**config.mk**
```make
export PLATFORM = sky130hd
export DESIGN_NAME = ct_iu_div_cache
export DESIGN_NICKNAME = d
export VERILOG_FILES = /design/src/rtl/ct_iu_div_cache.sv
export SDC_FILE = /design/constraint.sdc
export NUM_CORES = 2
export LEC_CHECK = 0
export ABC_AREA = 0
export BUFFER_PORTS_ARGS = -buffer_cell sky130_fd_sc_hd__buf_2
export CORE_MARGIN = 3
export CORE_UTILIZATION = 65
export CTS_CLUSTER_DIAMETER = 40
export DETAILED_ROUTE_END_ITERATION = 10
export PLACE_DENSITY = 0.86
export SKIP_LAST_GASP = 1
export SLEW_MARGIN = 5
export SYNTH_ARGS = -nofsm -noshare
export SYNTH_HDL_FRONTEND = slang
export SYNTH_SLANG_ARGS = --single-unit
```
**constraint.sdc**
```tcl
create_clock -name div_clk -period 6.75 [get_ports div_clk]
set_clock_uncertainty 0.15 [all_clocks]
set_input_delay 0.3375 -clock div_clk [delete_from_list [all_inputs] [get_ports div_clk]]
set_output_delay 0.3375 -clock div_clk [all_outputs]
set_load 0.01 [all_outputs]
```
**src/rtl/ct_iu_div_cache.sv**
```systemverilog
// Fully associative, true-LRU cache of completed integer divides keyed by {sign, word, src0, src1}.
// Define DIV_CACHE_PRELOAD_EN to load two constant entries on reset and flush instead of invalidating.
module ct_iu_div_cache #(
  parameter int ENTRY_NUM = 4,
  parameter int DATA_W    = 64,
  localparam int AGE_W    = $clog2(ENTRY_NUM)
) (
  input  logic                 div_clk,
  input  logic                 cpurst_b,
  input  logic                 cp0_iu_div_entry_disable_clr,
  input  logic                 cp0_iu_div_cache_en,
  input  logic                 lkup_vld,
  input  logic                 lkup_sign,
  input  logic                 lkup_word,
  input  logic [DATA_W-1:0]    lkup_src0,
  input  logic [DATA_W-1:0]    lkup_src1,
  output logic                 lkup_hit,
  output logic [DATA_W-1:0]    lkup_quot,
  output logic [DATA_W-1:0]    lkup_rem,
  input  logic                 wr_vld,
  input  logic                 wr_sign,
  input  logic                 wr_word,
  input  logic [DATA_W-1:0]    wr_src0,
  input  logic [DATA_W-1:0]    wr_src1,
  input  logic [DATA_W-1:0]    wr_quot,
  input  logic [DATA_W-1:0]    wr_rem,
  output logic [ENTRY_NUM-1:0] entry_vld
);

`ifdef DIV_CACHE_PRELOAD_EN
  localparam logic [DATA_W-1:0] ALL_ONES = {DATA_W{1'b1}};
  localparam logic [DATA_W-1:0] MAX_POS  = {1'b0, {(DATA_W-1){1'b1}}};
  localparam logic [DATA_W-1:0] ONE      = {{(DATA_W-1){1'b0}}, 1'b1};
`endif

  logic [ENTRY_NUM-1:0] vld_r;
  logic [ENTRY_NUM-1:0] sign_r;
  logic [ENTRY_NUM-1:0] word_r;
  logic [DATA_W-1:0]    src0_r [ENTRY_NUM];
  logic [DATA_W-1:0]    src1_r [ENTRY_NUM];
  logic [DATA_W-1:0]    quot_r [ENTRY_NUM];
  logic [DATA_W-1:0]    rem_r  [ENTRY_NUM];
  logic [AGE_W-1:0]     age_r  [ENTRY_NUM];

  logic [ENTRY_NUM-1:0] lkup_match_s;
  logic [ENTRY_NUM-1:0] wr_match_s;
  logic [AGE_W-1:0]     lkup_idx_s;
  logic [AGE_W-1:0]     wr_hit_idx_s;
  logic [AGE_W-1:0]     inv_idx_s;
  logic [AGE_W-1:0]     lru_idx_s;
  logic [AGE_W-1:0]     wr_idx_s;
  logic [AGE_W-1:0]     touch_idx_s;
  logic                 flush_s;
  logic                 lkup_fire_s;
  logic                 wr_fire_s;
  logic                 touch_fire_s;

  function automatic logic key_match(
    input logic              vld,
    input logic              sign_a,
    input logic              word_a,
    input logic [DATA_W-1:0] src0_a,
    input logic [DATA_W-1:0] src1_a,
    input logic              sign_b,
    input logic              word_b,
    input logic [DATA_W-1:0] src0_b,
    input logic [DATA_W-1:0] src1_b
  );
    return vld & (sign_a == sign_b) & (word_a == word_b) &
           (src0_a == src0_b) & (src1_a == src1_b);
  endfunction

  // Tag compare and index encoders; descending loops leave the lowest matching index.
  always_comb begin
    lkup_match_s = {ENTRY_NUM{1'b0}};
    wr_match_s   = {ENTRY_NUM{1'b0}};
    lkup_idx_s   = {AGE_W{1'b0}};
    wr_hit_idx_s = {AGE_W{1'b0}};
    inv_idx_s    = {AGE_W{1'b0}};
    lru_idx_s    = {AGE_W{1'b0}};
    for (int i = ENTRY_NUM - 1; i >= 0; i--) begin
      lkup_match_s[i] = key_match(vld_r[i], sign_r[i], word_r[i], src0_r[i], src1_r[i],
                                  lkup_sign, lkup_word, lkup_src0, lkup_src1);
      wr_match_s[i]   = key_match(vld_r[i], sign_r[i], word_r[i], src0_r[i], src1_r[i],
                                  wr_sign, wr_word, wr_src0, wr_src1);
      lkup_idx_s   = lkup_match_s[i] ? AGE_W'(i) : lkup_idx_s;
      wr_hit_idx_s = wr_match_s[i] ? AGE_W'(i) : wr_hit_idx_s;
      inv_idx_s    = !vld_r[i] ? AGE_W'(i) : inv_idx_s;
      lru_idx_s    = (age_r[i] == AGE_W'(ENTRY_NUM - 1)) ? AGE_W'(i) : lru_idx_s;
    end
  end

  // Request qualification, write target selection and LRU touch arbitration.
  always_comb begin
    flush_s      = cp0_iu_div_entry_disable_clr;
    lkup_fire_s  = lkup_vld & cp0_iu_div_cache_en & (|lkup_match_s) & ~flush_s;
    wr_fire_s    = wr_vld & cp0_iu_div_cache_en & ~flush_s;
    if (|wr_match_s) begin
      wr_idx_s = wr_hit_idx_s;
    end else if (!(&vld_r)) begin
      wr_idx_s = inv_idx_s;
    end else begin
      wr_idx_s = lru_idx_s;
    end
    touch_fire_s = wr_fire_s | lkup_fire_s;
    touch_idx_s  = wr_fire_s ? wr_idx_s : lkup_idx_s;
  end

  // Entry storage: reset/flush clear (or preload), otherwise write the selected target.
  always_ff @(posedge div_clk or negedge cpurst_b) begin
    if (!cpurst_b) begin
      vld_r  <= {ENTRY_NUM{1'b0}};
      sign_r <= {ENTRY_NUM{1'b0}};
      word_r <= {ENTRY_NUM{1'b0}};
      for (int i = 0; i < ENTRY_NUM; i++) begin
        src0_r[i] <= {DATA_W{1'b0}};
        src1_r[i] <= {DATA_W{1'b0}};
        quot_r[i] <= {DATA_W{1'b0}};
        rem_r[i]  <= {DATA_W{1'b0}};
      end
`ifdef DIV_CACHE_PRELOAD_EN
      vld_r[1:0] <= 2'b11;
      sign_r[1]  <= 1'b1;
      src0_r[0]  <= ALL_ONES;  src1_r[0] <= ONE;  quot_r[0] <= ALL_ONES;
      src0_r[1]  <= MAX_POS;   src1_r[1] <= ONE;  quot_r[1] <= MAX_POS;
`endif
    end else if (flush_s) begin
      vld_r <= {ENTRY_NUM{1'b0}};
`ifdef DIV_CACHE_PRELOAD_EN
      vld_r[1:0]  <= 2'b11;
      sign_r[1:0] <= 2'b10;
      word_r[1:0] <= 2'b00;
      src0_r[0] <= ALL_ONES;  src1_r[0] <= ONE;  quot_r[0] <= ALL_ONES;  rem_r[0] <= {DATA_W{1'b0}};
      src0_r[1] <= MAX_POS;   src1_r[1] <= ONE;  quot_r[1] <= MAX_POS;   rem_r[1] <= {DATA_W{1'b0}};
`endif
    end else if (wr_fire_s) begin
      vld_r[wr_idx_s]  <= 1'b1;
      sign_r[wr_idx_s] <= wr_sign;
      word_r[wr_idx_s] <= wr_word;
      src0_r[wr_idx_s] <= wr_src0;
      src1_r[wr_idx_s] <= wr_src1;
      quot_r[wr_idx_s] <= wr_quot;
      rem_r[wr_idx_s]  <= wr_rem;
    end
  end

  // LRU ages; flush leaves them untouched so they stay a permutation.
  always_ff @(posedge div_clk or negedge cpurst_b) begin
    if (!cpurst_b) begin
      for (int i = 0; i < ENTRY_NUM; i++) begin
        age_r[i] <= AGE_W'(i);
      end
    end else if (touch_fire_s) begin
      for (int i = 0; i < ENTRY_NUM; i++) begin
        if (AGE_W'(i) == touch_idx_s) begin
          age_r[i] <= {AGE_W{1'b0}};
        end else if (age_r[i] < age_r[touch_idx_s]) begin
          age_r[i] <= age_r[i] + AGE_W'(1);
        end else begin
          age_r[i] <= age_r[i];
        end
      end
    end
  end

  // Registered lookup result; data holds on a miss.
  always_ff @(posedge div_clk or negedge cpurst_b) begin
    if (!cpurst_b) begin
      lkup_hit  <= 1'b0;
      lkup_quot <= {DATA_W{1'b0}};
      lkup_rem  <= {DATA_W{1'b0}};
    end else begin
      lkup_hit <= lkup_fire_s;
      if (lkup_fire_s) begin
        lkup_quot <= quot_r[lkup_idx_s];
        lkup_rem  <= rem_r[lkup_idx_s];
      end
    end
  end

  assign entry_vld = vld_r;

endmodule
```
==> metrics.txt, run 1 <==
status stopped before the end; Exit stage global routing; Log Error [ERROR GRT-0116] Global routing finished with congestion. Check the congestion regions in the DRC Viewer.; pre-CTS setup slack 1.134 ns; CTS Buffer Depth 3; H-tree Lvls 4; Num CTS Buffers 155; Netlist Area Pre-Place 0.06235 sq mm; register area share after synthesis 47.08%; async set or reset register ratio after synthesis 100.0%; clk sinks 1173; post-synth top area share 46.91%; Overflow after GRT 439; Yosys cell types 79; synth cell count leaders dfrtp_1, mux2_2, nand2_1; I/O pin cnt 527; cell row count 112; Synth area leaders dfrtp_1, mux2_2, xnor2_1, nand2_1, mux2i_1; post-DP HPWL 243800 microns; Starting Density about two thirds; mean area per synthesized cell 10.51 sq um; Synth Net Count 6330; Mapped Cells about 5900; Die Y 315.7 microns; first-pass GRT wire length 587500 microns; most common cell in the netlist dfrtp_1; Yosys warning count 0; port bufs between 500 and 600; Total GRT Usage 83.30%; Most used DFF post-synth dfrtp_1; Die W 315.7 microns; largest net degree at the start of global routing around 200; area leader, netlist dfrtp_1; Yosys reg bits around 1200; CTS root buf clkbuf_16; vias in the first global route 71710; number of setup buffers added after CTS 0; cell total after placement between 7000 and 8000; Post-synth EDFFs 0; GPL Wtd Cong 1.498
-- cell families after synthesis --
family | after synthesis | synth area share, %
AND/OR/NAND/NOR | 1909 | 15.60
flip-flops | 1173 | 47.08
multiplexers | 1078 | 18.95
buffers and inverters | 602 | 3.827
XOR/XNOR | 590 | 8.287
AO/OA/AOI/OAI | 576 | 6.178
adder cells (fa/ha/maj) | 4 | 0.08027
-- routing by layer --
metal  GRT overflow  track usage (%)
met1             32            83.37
met2            186            94.71
met3             38            74.14
met4            181            80.88
met5              2            50.15
-- per-stage QoR --
stage	cell area [sq um]	util, %
4_1_cts	74270	78.87
3_5_place_dp	66220	70.32
3_3_place_gp	66220	70.32
2_1_floorplan	62350	-
-- repair_timing --
action,CTS
hold buffers,253
resized for setup,0
endpoints found under the hold margin,951
==> run 2: changes to the inputs <==
- CORE_UTILIZATION: 65 -> 40
- CTS_CLUSTER_DIAMETER: 40 -> unset
- PLACE_DENSITY: 0.86 -> unset
- PLACE_DENSITY_LB_ADDON: unset -> 0.15
==> metrics.txt, run 2 <==
Yosys reg bits 1173 (unchanged); routed vias 58640; area leader, netlist dfrtp_1; final hold violations 0; layout net count about 7000; Slew Limit Fails 10; Slew @ Worst Pin about 1.8 ns; largest net degree at the start of global routing around 170; H-tree Lvls 4 (unchanged); HP Class input pin to register; CP Cell Sequence xor2_1 -> nor4_1 -> nand4_1 -> nor4_1 -> nand3_1 -> or4_1 -> nand2_1 -> nor2_1 -> nor2_4 -> buf_12 -> buf_4 -> mux2_2; die area 0.1607 sq mm; Total GRT Usage 50.30%; number of gates resized after cts 0 (unchanged); async set or reset register ratio after synthesis 100.0% (unchanged); post-synth top area share 46.91% (unchanged); WL per Instance between 40 and 50 microns; Netlist Area Pre-Place 0.06235 sq mm (unchanged); Pwr Density 295.3 mW/mm^2; Worst path most repeated cell nor4_1; I/O pin cnt 527 (unchanged); Yosys cell types 79 (unchanged); Pleak between 30 and 40 nW; Max-slew headroom -17.89%; Worst EP arrival 6.89 ns; Worst-Skew Late Latency 0.84 ns; mean area per synthesized cell 10.51 sq um (unchanged); Max IR drop VDD 0.0002641 V; initial antenna violation count 89; final critical-path required period 6.340 ns; Starting Density 40.38% (-26 points); Die W 400.8 microns (+27%); vias per cell 6.575; clk sinks 1173 (unchanged); drt total wl 412800 microns; period utilization 93.93%; status finished with violations; Synth Net Count 6330 (unchanged); vias in the first global route 54860; Num CTS Buffers 140 (-9.7%); Post-synth EDFFs 0 (unchanged); most frequent cells in the layout dfrtp_1, mux2_2, nand2_1; Worst-path clk slew 0.06 ns; share of post-route cells with drive strength above 1 26.89%; cell family with most CP delay simple AND/OR/NAND/NOR gates; RSZ-0062 raised after global routing false; Die Y 400.8 microns (+27%); register area share after synthesis 47.08% (unchanged); Most used DFF post-synth dfrtp_1; Iter 0 DRT Violations between 8000 and 9000; synth cell count leaders dfrtp_1, mux2_2, nand2_1; GPL Wtd Cong 1.245 (-17%); Fillers 14040; Mapped Cells 5932 (unchanged); Critical Path End Type register; Final Cell Area 0.07584 sq mm; Finish-stage setup viols 0; CP Max Fanout 35; CTS Buffer Depth 3 (unchanged); CP Class register to register; CP required 7.30 ns; port bufs 526 (unchanged); post-DP HPWL 319300 microns (+31%); FMAX 157.7 MHz; Synth-to-Final Area Change 21.63%; Core ar. 0.1544 sq mm; number of setup buffers added after CTS 0 (unchanged); Post-DRT Antenna Nets 0; most common cell in the netlist dfrtp_1; Placement Cell Area 0.06834 sq mm (+3.2%); DR pass1 iterations 9; TNS Setup 0 ns; Overflow after GRT 0; Residual DRC 0; violated checks max-capacitance violations, max-slew violations; Worst Path Buf+Inv 2; CTS root buf clkbuf_16; CP peak stage delay 1.19 ns; MaxCap Viol Count 4; crit start category register; Synth area leaders dfrtp_1, mux2_2, xnor2_1, nand2_1, mux2i_1; CP max-delay cell nand4_1; Yosys warning count 0 (unchanged); cell row count 144 (+29%); commonest non-fill, non-tap cell in the layout dfrtp_1; CTS tree built; first-pass GRT wire length between 500000 and 600000 microns
==> run 2: cell counts after synthesis <==
No cell type changed its count.
==> run 2: cells by family after synthesis <==
group           Yosys count  share of synthesized area [%]
flops                  1173                          47.08
xor+xnor                590                          8.287
buf+inv                 602                          3.827
mux                    1078                          18.95
fa+ha+maj                 4                        0.08027
simple gates           1909                          15.60
compound gates          576                          6.178
==> run 2: area by class of cell <==
class	instances	area, sq um	share of cell area [%]
multi-input combinational	4157	30870	40.71
sequential	1173	29360	38.71
inverter	262	983.4	1.297
timing repair buffer	971	7157	9.436
clock buffer	186	3946	5.203
antenna	66	165.2	0.2178
tap	2044	2557	3.372
clock inverter	60	800.8	1.056
==> run 2: report_power, final <==
part	internal [mW]	switching, mW
Sequential	7.96	1.23
Combinational	1.78	3.50
Clock	4.51	3.42
Total	14.2	8.15
==> run 2: layer usage <==
layer	share of wire, %	vias to the layer above	global-route usage [%]
li1	-	22380	-
met1	37	29940	59.78
met2	38	4840	65.35
met3	15	1451	28.84
met4	9.9	36	39.56
met5	0.16	-	2.468
==> run 2: through the flow <==
step                hold WS [ns]  util [%]  cells  power (mW)  setup WS [ns]
CTS                      0.01355     48.96   8851       21.88          1.295
detailed placement        0.2431     44.26   8354       13.89          1.173
global route             0.02011     49.02   8860       22.71         0.2847
finish                   0.05229     49.12   8919       22.40         0.4101
floorplan                -0.1081         -   5932       11.03          2.789
global placement          0.2241     44.25   8354       13.83          1.178
==> run 2: what timing repair did <==
item	CTS	global route
setup endpoints to repair	0	0
hold buffers	251	0
endpoints found under the hold margin	951	0
==> run 2: worst paths after layout <==
| path | from | endpoint | slack (ns) | depth (start not counted) |
|---|---|---|---|---|
| worst min-delay path | wr_src1[30] | src1_r[158] | 0.05 | 2 |
| worst max-delay path | src1_r[164] | rem_r[187] | 0.41 | 12 |
| min in group asynchronous | cpurst_b | src1_r[180] | 0.51 | 3 |
| max in group asynchronous | cpurst_b | quot_r[44] | 3.99 | 5 |
| worst min register to register | lkup_rem[36] | lkup_rem[36] | 0.32 | 2 |
| worst max register to register | src1_r[164] | rem_r[187] | 0.41 | 12 |
No activity file was read; power rests on OpenSTA's default activity.
